File: config.mk
export PLATFORM = sky130hd
export DESIGN_NAME = fsm_op_reg
export DESIGN_NICKNAME = d
export VERILOG_FILES = /design/src/rtl/fsm_op_reg.sv
export SDC_FILE = /design/constraint.sdc
export NUM_CORES = 1
export LEC_CHECK = 0
export CAP_MARGIN = 15
export CORE_MARGIN = 2
export CORE_UTILIZATION = 60
export DETAILED_ROUTE_END_ITERATION = 10
export PLACE_DENSITY = 0.93
export SLEW_MARGIN = 20
export SYNTH_ARGS = -nofsm -noshare
export SYNTH_HDL_FRONTEND = slang
export SYNTH_SLANG_ARGS = --single-unit
File: constraint.sdc
create_clock -name clock -period 4.21 [get_ports clock]
set_input_delay 0.842 -clock clock [delete_from_list [all_inputs] [get_ports clock]]
set_output_delay 0.842 -clock clock [all_outputs]
set_load 0.02 [all_outputs]
File: src/rtl/fsm_op_reg.sv
// Operand register: captures one request (rotate, add/sub, shift or load),
// executes it in one cycle and waits for the request to drop before re-arming.
module fsm_op_reg #(
    parameter int WIDTH    = 16,
    parameter int VAL_W    = 4,
    parameter bit SATURATE = 1'b0
) (
    input  logic             clock,
    input  logic             reset,
    input  logic             enable,
    input  logic             check,
    input  logic [1:0]       mode,
    input  logic             direction,
    input  logic [VAL_W-1:0] value,
    output logic [WIDTH-1:0] count,
    output logic             carry,
    output logic             zero,
    output logic             done
);

    typedef enum logic [1:0] {
        S_IDLE = 2'b00,
        S_EXEC = 2'b01,
        S_HOLD = 2'b10
    } state_t;

    state_t             state_q, state_d;
    logic [1:0]         mode_q, mode_d;
    logic               dir_q, dir_d;
    logic [VAL_W-1:0]   val_q, val_d;
    logic [WIDTH-1:0]   count_q, count_d;
    logic               carry_q, carry_d;
    logic               zero_q, zero_d;
    logic               done_q, done_d;

    logic [WIDTH-1:0]   v_s;
    logic [WIDTH:0]     sum_s;
    logic [WIDTH:0]     diff_s;
    logic [WIDTH-1:0]   res_count_s;
    logic               res_carry_s;

    // State, operand latches and result registers
    always_ff @(posedge clock) begin
        if (reset) begin
            state_q <= S_IDLE;
            mode_q  <= 2'b00;
            dir_q   <= 1'b0;
            val_q   <= {VAL_W{1'b0}};
            count_q <= {WIDTH{1'b0}};
            carry_q <= 1'b0;
            zero_q  <= 1'b1;
            done_q  <= 1'b0;
        end else begin
            state_q <= state_d;
            mode_q  <= mode_d;
            dir_q   <= dir_d;
            val_q   <= val_d;
            count_q <= count_d;
            carry_q <= carry_d;
            zero_q  <= zero_d;
            done_q  <= done_d;
        end
    end

    // Next-state: a held enable parks in HOLD, so only one operation runs
    always_comb begin
        state_d = state_q;
        case (state_q)
            S_IDLE: begin
                if (enable && check) state_d = S_EXEC;
                else                 state_d = S_IDLE;
            end
            S_EXEC: state_d = S_HOLD;
            S_HOLD: begin
                if (enable) state_d = S_HOLD;
                else        state_d = S_IDLE;
            end
            default: state_d = S_IDLE;
        endcase
    end

    // Operation result from the latched operands only
    always_comb begin
        v_s         = WIDTH'(val_q);
        sum_s       = {1'b0, count_q} + {1'b0, v_s};
        diff_s      = {1'b0, count_q} - {1'b0, v_s};
        res_count_s = count_q;
        res_carry_s = 1'b0;
        case (mode_q)
            2'b00: begin
                if (dir_q) begin
                    res_count_s = {count_q[WIDTH-2:0], count_q[WIDTH-1]};
                    res_carry_s = count_q[WIDTH-1];
                end else begin
                    res_count_s = {count_q[0], count_q[WIDTH-1:1]};
                    res_carry_s = count_q[0];
                end
            end
            2'b01: begin
                if (dir_q) begin
                    res_carry_s = sum_s[WIDTH];
                    if (SATURATE && sum_s[WIDTH]) res_count_s = {WIDTH{1'b1}};
                    else                          res_count_s = sum_s[WIDTH-1:0];
                end else begin
                    res_carry_s = diff_s[WIDTH];
                    if (SATURATE && diff_s[WIDTH]) res_count_s = {WIDTH{1'b0}};
                    else                           res_count_s = diff_s[WIDTH-1:0];
                end
            end
            2'b10: begin
                // Carry flags any set bit that falls off the end
                if (32'(val_q) >= WIDTH) begin
                    res_count_s = {WIDTH{1'b0}};
                    res_carry_s = |count_q;
                end else if (dir_q) begin
                    res_count_s = count_q << val_q;
                    res_carry_s = |(count_q & ~({WIDTH{1'b1}} >> val_q));
                end else begin
                    res_count_s = count_q >> val_q;
                    res_carry_s = |(count_q & ~({WIDTH{1'b1}} << val_q));
                end
            end
            2'b11: begin
                if (dir_q) res_count_s = v_s;
                else       res_count_s = {WIDTH{1'b0}};
                res_carry_s = 1'b0;
            end
            default: begin
                res_count_s = count_q;
                res_carry_s = 1'b0;
            end
        endcase
    end

    // Per-state register updates: capture in IDLE, commit in EXEC
    always_comb begin
        mode_d  = mode_q;
        dir_d   = dir_q;
        val_d   = val_q;
        count_d = count_q;
        carry_d = carry_q;
        zero_d  = zero_q;
        done_d  = 1'b0;
        case (state_q)
            S_IDLE: begin
                if (enable && check) begin
                    mode_d = mode;
                    dir_d  = direction;
                    val_d  = value;
                end else begin
                    mode_d = mode_q;
                end
            end
            S_EXEC: begin
                count_d = res_count_s;
                carry_d = res_carry_s;
                zero_d  = (res_count_s == {WIDTH{1'b0}});
                done_d  = 1'b1;
            end
            S_HOLD: done_d = 1'b0;
            default: done_d = 1'b0;
        endcase
    end

    assign count = count_q;
    assign carry = carry_q;
    assign zero  = zero_q;
    assign done  = done_q;

endmodule

## Word-level counts from Yosys, hierarchy flattened

Cells that the tools add are included.

| word-level totals | value |
|---|---|
| bits in registers | 28 |
| input bits | 11 |
| output and inout bits | 19 |
| word-level logic and storage cells | 43 |

| cells by class | value |
|---|---|
| add/sub/neg operators | 2 |
| equality and inequality tests | 5 |
| shifts and indexed selects | 4 |
| multiplexer cells | 13 |
| bitwise logic cells | 4 |
| reduce and logical (&&, ||, !) cells | 7 |

Operators with widths:

| kind | count |
|---|---|
| $pmux 16 s4 | 1 |
| $mux 16 | 3 |
| $and 16x16->16 | 2 |
| $not 16->16 | 2 |
| $reduce_or 16->1 | 2 |
| $add 16x4->17 | 1 |
| $sub 16x4->17 | 1 |
| $logic_not 16->1 | 1 |
| $shl 16x4->16 | 1 |
| $shl 16x4->16 const A | 1 |
| $shr 16x4->16 | 1 |
| $shr 16x4->16 const A | 1 |
| $eq 2x2->1 const B | 3 |
| $pmux 2 s3 | 1 |
| $mux 1 | 5 |
| $eq 2x1->1 const B | 2 |
| $logic_not 2->1 | 2 |
| $mux 4 | 1 |
| $pmux 1 s4 | 1 |
| $mux 2 | 1 |
| $reduce_and 2->1 | 1 |
| $logic_and 1x1->1 | 1 |

## Longest topological paths before layout

| depth | value |
|---|---|
| word-level depth | 6 |
| mapped depth | 13 |
| mapped depth without buffers | 11 |

## Worst setup path after synthesis

No wires, ideal clock.

| timing path | value |
|---|---|
| kind | register -> register |
| start | register count_q[0], in the netlist count[0] |
| end | register zero_q, in the netlist zero |
| data arrival time | 2862 ps |
| required time | 4114 ps |
| setup slack | 1252 ps |
| stages on the path, launching flop included | 12 |
| buffers on the path | 1 |
| cells stage by stage | dfxtp_1 clkbuf_1 inv_1 ha_1 fa_1 nand3b_1 nand2_1 a2bb2o_1 xnor2_1 a211oi_1 nand4_1 o41ai_2 |

| on the way | value |
|---|---|
| cells in the longest elaborated chain, start to end | 4 |

RTL lines:

| element | RTL line | source |
|---|---|---|
| start, declared | 31 | `logic [WIDTH-1:0] count_q, count_d;` |
| start signal, assigned | 49 | `count_q <= {WIDTH{1'b0}};` |
| start signal, assigned | 58 | `count_q <= count_d;` |
| $sub 16x4->17 (tied with other cells) | 86 | `diff_s = {1'b0, count_q} - {1'b0, v_s};` |
| $mux 16 (on tied branches) | 100, 115 |  |
| $pmux 16 s4 * | 89 | `case (mode_q)` |
| $logic_not 16->1 * | 157 | `zero_d = (res_count_s == {WIDTH{1'b0}});` |
| end signal, assigned | 60 | `zero_q <= zero_d;` |
| end, declared | 33 | `logic zero_q, zero_d;` |

Mark *: on every way between the ends. The rest lies on a longest branch, timed or not.
A chain may end at the register's enable or synchronous reset.

## Final worst setup path

| timing path | value |
|---|---|
| start | register val_q[0] |
| end | register zero_q, in the netlist zero |

| on the way | value |
|---|---|
| cells in the longest elaborated chain, start to end | 4 |

RTL lines:

| element | RTL line | source |
|---|---|---|
| start, declared | 30 | `logic [VAL_W-1:0] val_q, val_d;` |
| start signal, assigned | 48 | `val_q <= {VAL_W{1'b0}};` |
| start signal, assigned | 57 | `val_q <= val_d;` |
| $sub 16x4->17 (tied with other cells) | 86 |  |
| $mux 16 (on tied branches) | 100, 115 |  |
| $pmux 16 s4 * | 89 |  |
| $logic_not 16->1 * | 157 |  |

Marks and branches as above.

==> metrics.yaml <==
finish:
  utilization_pct: 65.1
  nets: 613
  antenna_cells: 0
  syn2layout_area_growth_pct: 6.78
  drive_gt1_share_pct: 11.2
cts:
  cts_setup_buffers: 0
  tritoncts: "done"
  path_clk_slew_ps: 100
  root_buffer: "clkbuf_8"
  cts.sinks: 28
  clk_latency_ps: 280
  cts_resized: 0
  ctsHtreeMaxLevel: 1
  ctsHoldBuffers: 0
  numCtsBuffers: 3
  clockBufferDepth: 2
die:
  die_h_um: 89.2
  initial_core_util_pct: 61.0
  dieWidth_um: 89.2
  fp-row-count: 31
  core_um2: 7140
  dieArea_um2: 7950
  io-pin-count: 30
setup_path:
  crit_fanout: 32
  crit_type: "reg -> reg"
  cp-startpoint: "val_q[0]$_SDFFE_PP0P_"
  rrSetupSlack_ps: 760
  r2r_start: "val_q[0]$_SDFFE_PP0P_"
  cp_cell_sequence: "buf_4 -> inv_2 -> ha_1 -> mux2i_1 -> mux2_2 -> o22ai_1 -> a221o_1 -> nor4_2 -> nand4_1 -> o41ai_2"
  cpMaxStageDelayCell: "dfxtp_2"
  critPathMaxStageDelay_ps: 750
  r2r-end: "zero$_SDFFE_PP1P_"
  worstSetupStartpointType: "flop"
  end_kind: "flop"
  rr_worst_depth: 10
  crit_required_ps: 4400
  critPathArrivalTime_ps: 3640
yosys:
  synthCells: 605
  synth_area_per_cell_um2: 7.19
  yosysTopAreaCellShare_pct: 12.9
  synth.most_common_cell: "nor2_1"
  synth.area.top_cells: "dfxtp_1 (13%), mux2i_1 (8.7%), a21oi_1 (6.4%)"
  synthArstFlopShare_pct: 0
  syn_nets: 628
  synth_area_leader_cell: "dfxtp_1"
  ys_warn_count: 0
  synth_area_um2: 4350
  yosysUniqueCellTypes: 79
  synthAdderAreaFrac_pct: 3.79
  synth-simple-area-share_pct: 22.8
  synth-edff-count: 0
  ys.flop_type: "dfxtp_1"
  synth-seq-cells: 28
  synth_top_family_by_area: "compound AO/OA/AOI/OAI gates"
  ys_top_cells_by_count: "nor2_1 (62), a21oi_1 (56), nand2_1 (50), clkbuf_1 (38), mux2i_1 (38)"
  synth_compound_area_share_pct: 31.8
  synth_xor_area_share_pct: 2.41
  muxShareOfSynthArea_pct: 16.5
  ys_seq_area_share_pct: 12.9
sta:
  worst_pin_slew_ps: 852
  max-slew-margin-rel_pct: 42.7
  skew_ps: 2.80
  finalCritPeriodShare_pct: 81.8
  fmax_mhz: 290
  rsz0062_at_grt: "false"
  worst_slack_ps: 764
  period_minus_slack_ps: 3450
  hold_violations: 0
  slew_viol_final: 0
  setup_tns_ps: 0
  setup_viol: 0
pwr:
  vdd_ir_drop_max_mv: 0.234
  p_sw_share_pct: 40.2
  pwr-share-clk_pct: 23.5
  seq_power_share_pct: 33.6
  combPwrFrac_pct: 42.9
  power_leakage_nw: 1.56
  power_density_nw_per_um2: 203
  switching_power_uw: 379
  intPower_uw: 563
routing:
  vias_per_cell: 7.56
  postRouteAntennaNets: 0
  drt_iter0_markers: 786
  wire_per_inst_um: 25.9
  wl_um: 17800
  dr.pass1.iters: 5
  vias: 5198
  drc_errors: 0
grt:
  grt_overflow: 0
  top_usage_layer: "met2"
  grt_max_degree: 56
  grtUsageTotal_pct: 45.5
  use_met3_pct: 10.4
  grt_pass1_wl_um: 27500
  grt_pass1_vias: 4895
  use_met1_pct: 60.8
  use_met2_pct: 67.6
  antenna_found_initial: 0
placement:
  hpwl_um: 12200
  place_ws_ps: 953
  gp_congestion: 1.08
  io_buffer_count: 29
outcome:
  status: "finished, final reports clean"
hold_path:
  min_path_type: "reg -> reg"
  min_from: "carry$_SDFFE_PP0P_"
  hold_end: "carry$_SDFFE_PP0P_"
  min_path_cells: 2
flow_run:
  drv_cap: 0
-- stage by stage --
| step | hold WS [ps] | instance area [um^2] | power, mW | std cells |
|---|---|---|---|---|
| detailed placement | 486 | 4580 | 0.705 | 684 |
| global placement | 480 | 4580 | 0.701 | 684 |
| floorplan | 484 | 4350 | 0.595 | 605 |
| CTS | 509 | 4650 | 0.922 | 688 |
| finish | 510 | 4650 | 0.942 | 688 |
| global route | 526 | 4650 | 0.976 | 688 |
-- worst max-delay path by stage --
stage	to	slack [ps]	cells past startpoint
global route	zero$_SDFFE_PP1P_	550	10
detailed placement	zero$_SDFFE_PP1P_	950	10
floorplan	zero$_SDFFE_PP1P_	1250	11
finish	zero$_SDFFE_PP1P_	760	10
global placement	zero$_SDFFE_PP1P_	1040	10
CTS	zero$_SDFFE_PP1P_	900	10
-- cells by family (layout without fill, tap and decap cells) --
logic type      count (synthesis)  after routing
buf+inv                        90             74
xor+xnor                       12             12
simple gates                  201            201
compound gates                202            202
fa+ha+maj                      12             12
flops                          28             28
mux                            60             60
-- metal layers --
metal | vias up | share of wire [%]
met1 | 2391 | 38
met2 | 472 | 43
li1 | 2232 | -
met5 | - | 0
met3 | 103 | 13
met4 | 0 | 5.7
-- power groups by stage --
stage	logic, mW	clock network, mW	registers [mW]
2_1_floorplan	0.296	0	0.299
6_report	0.404	0.221	0.316
5_1_grt	0.428	0.231	0.317
3_5_place_dp	0.386	0	0.320
4_1_cts	0.387	0.221	0.314
3_3_place_gp	0.383	0	0.319
-- final cells by class --
class	instances	area, um^2
Clock inverter	1	30.0
Fill cell	665	2490
Tap cell	99	124
Multi-Input combinational cell	487	3370
Timing Repair Buffer	49	435
Inverter	21	78.8
Sequential cell	28	566
Clock buffer	3	41.3
-- sequential cells by signal, summed over array words and instances (netlist names) --
register  cells
carry         1
count        16
dir_q         1
done          1
mode_q        2
state_q       2
val_q         4
zero          1
-- cell usage in the layout (no fill, tap or decap), drive strengths merged, types with 15 or more instances in the layout --
cell            n
clkdlybuf4s50  28
nand2          50
o21ai          31
mux2           15
buf            21
a21oi          56
mux2i          38
nor2           63
dfxtp          28
inv            20
-- worst max-delay path: cells and delay by family (launching register included) --
family / cells / cell delay, ps
flops: 1 / 750
buf+inv: 2 / 670
compound gates: 3 / 640
mux: 2 / 570
simple gates: 2 / 410
fa+ha+maj: 1 / 300
Note: power is estimated with default switching activity, not from simulation.
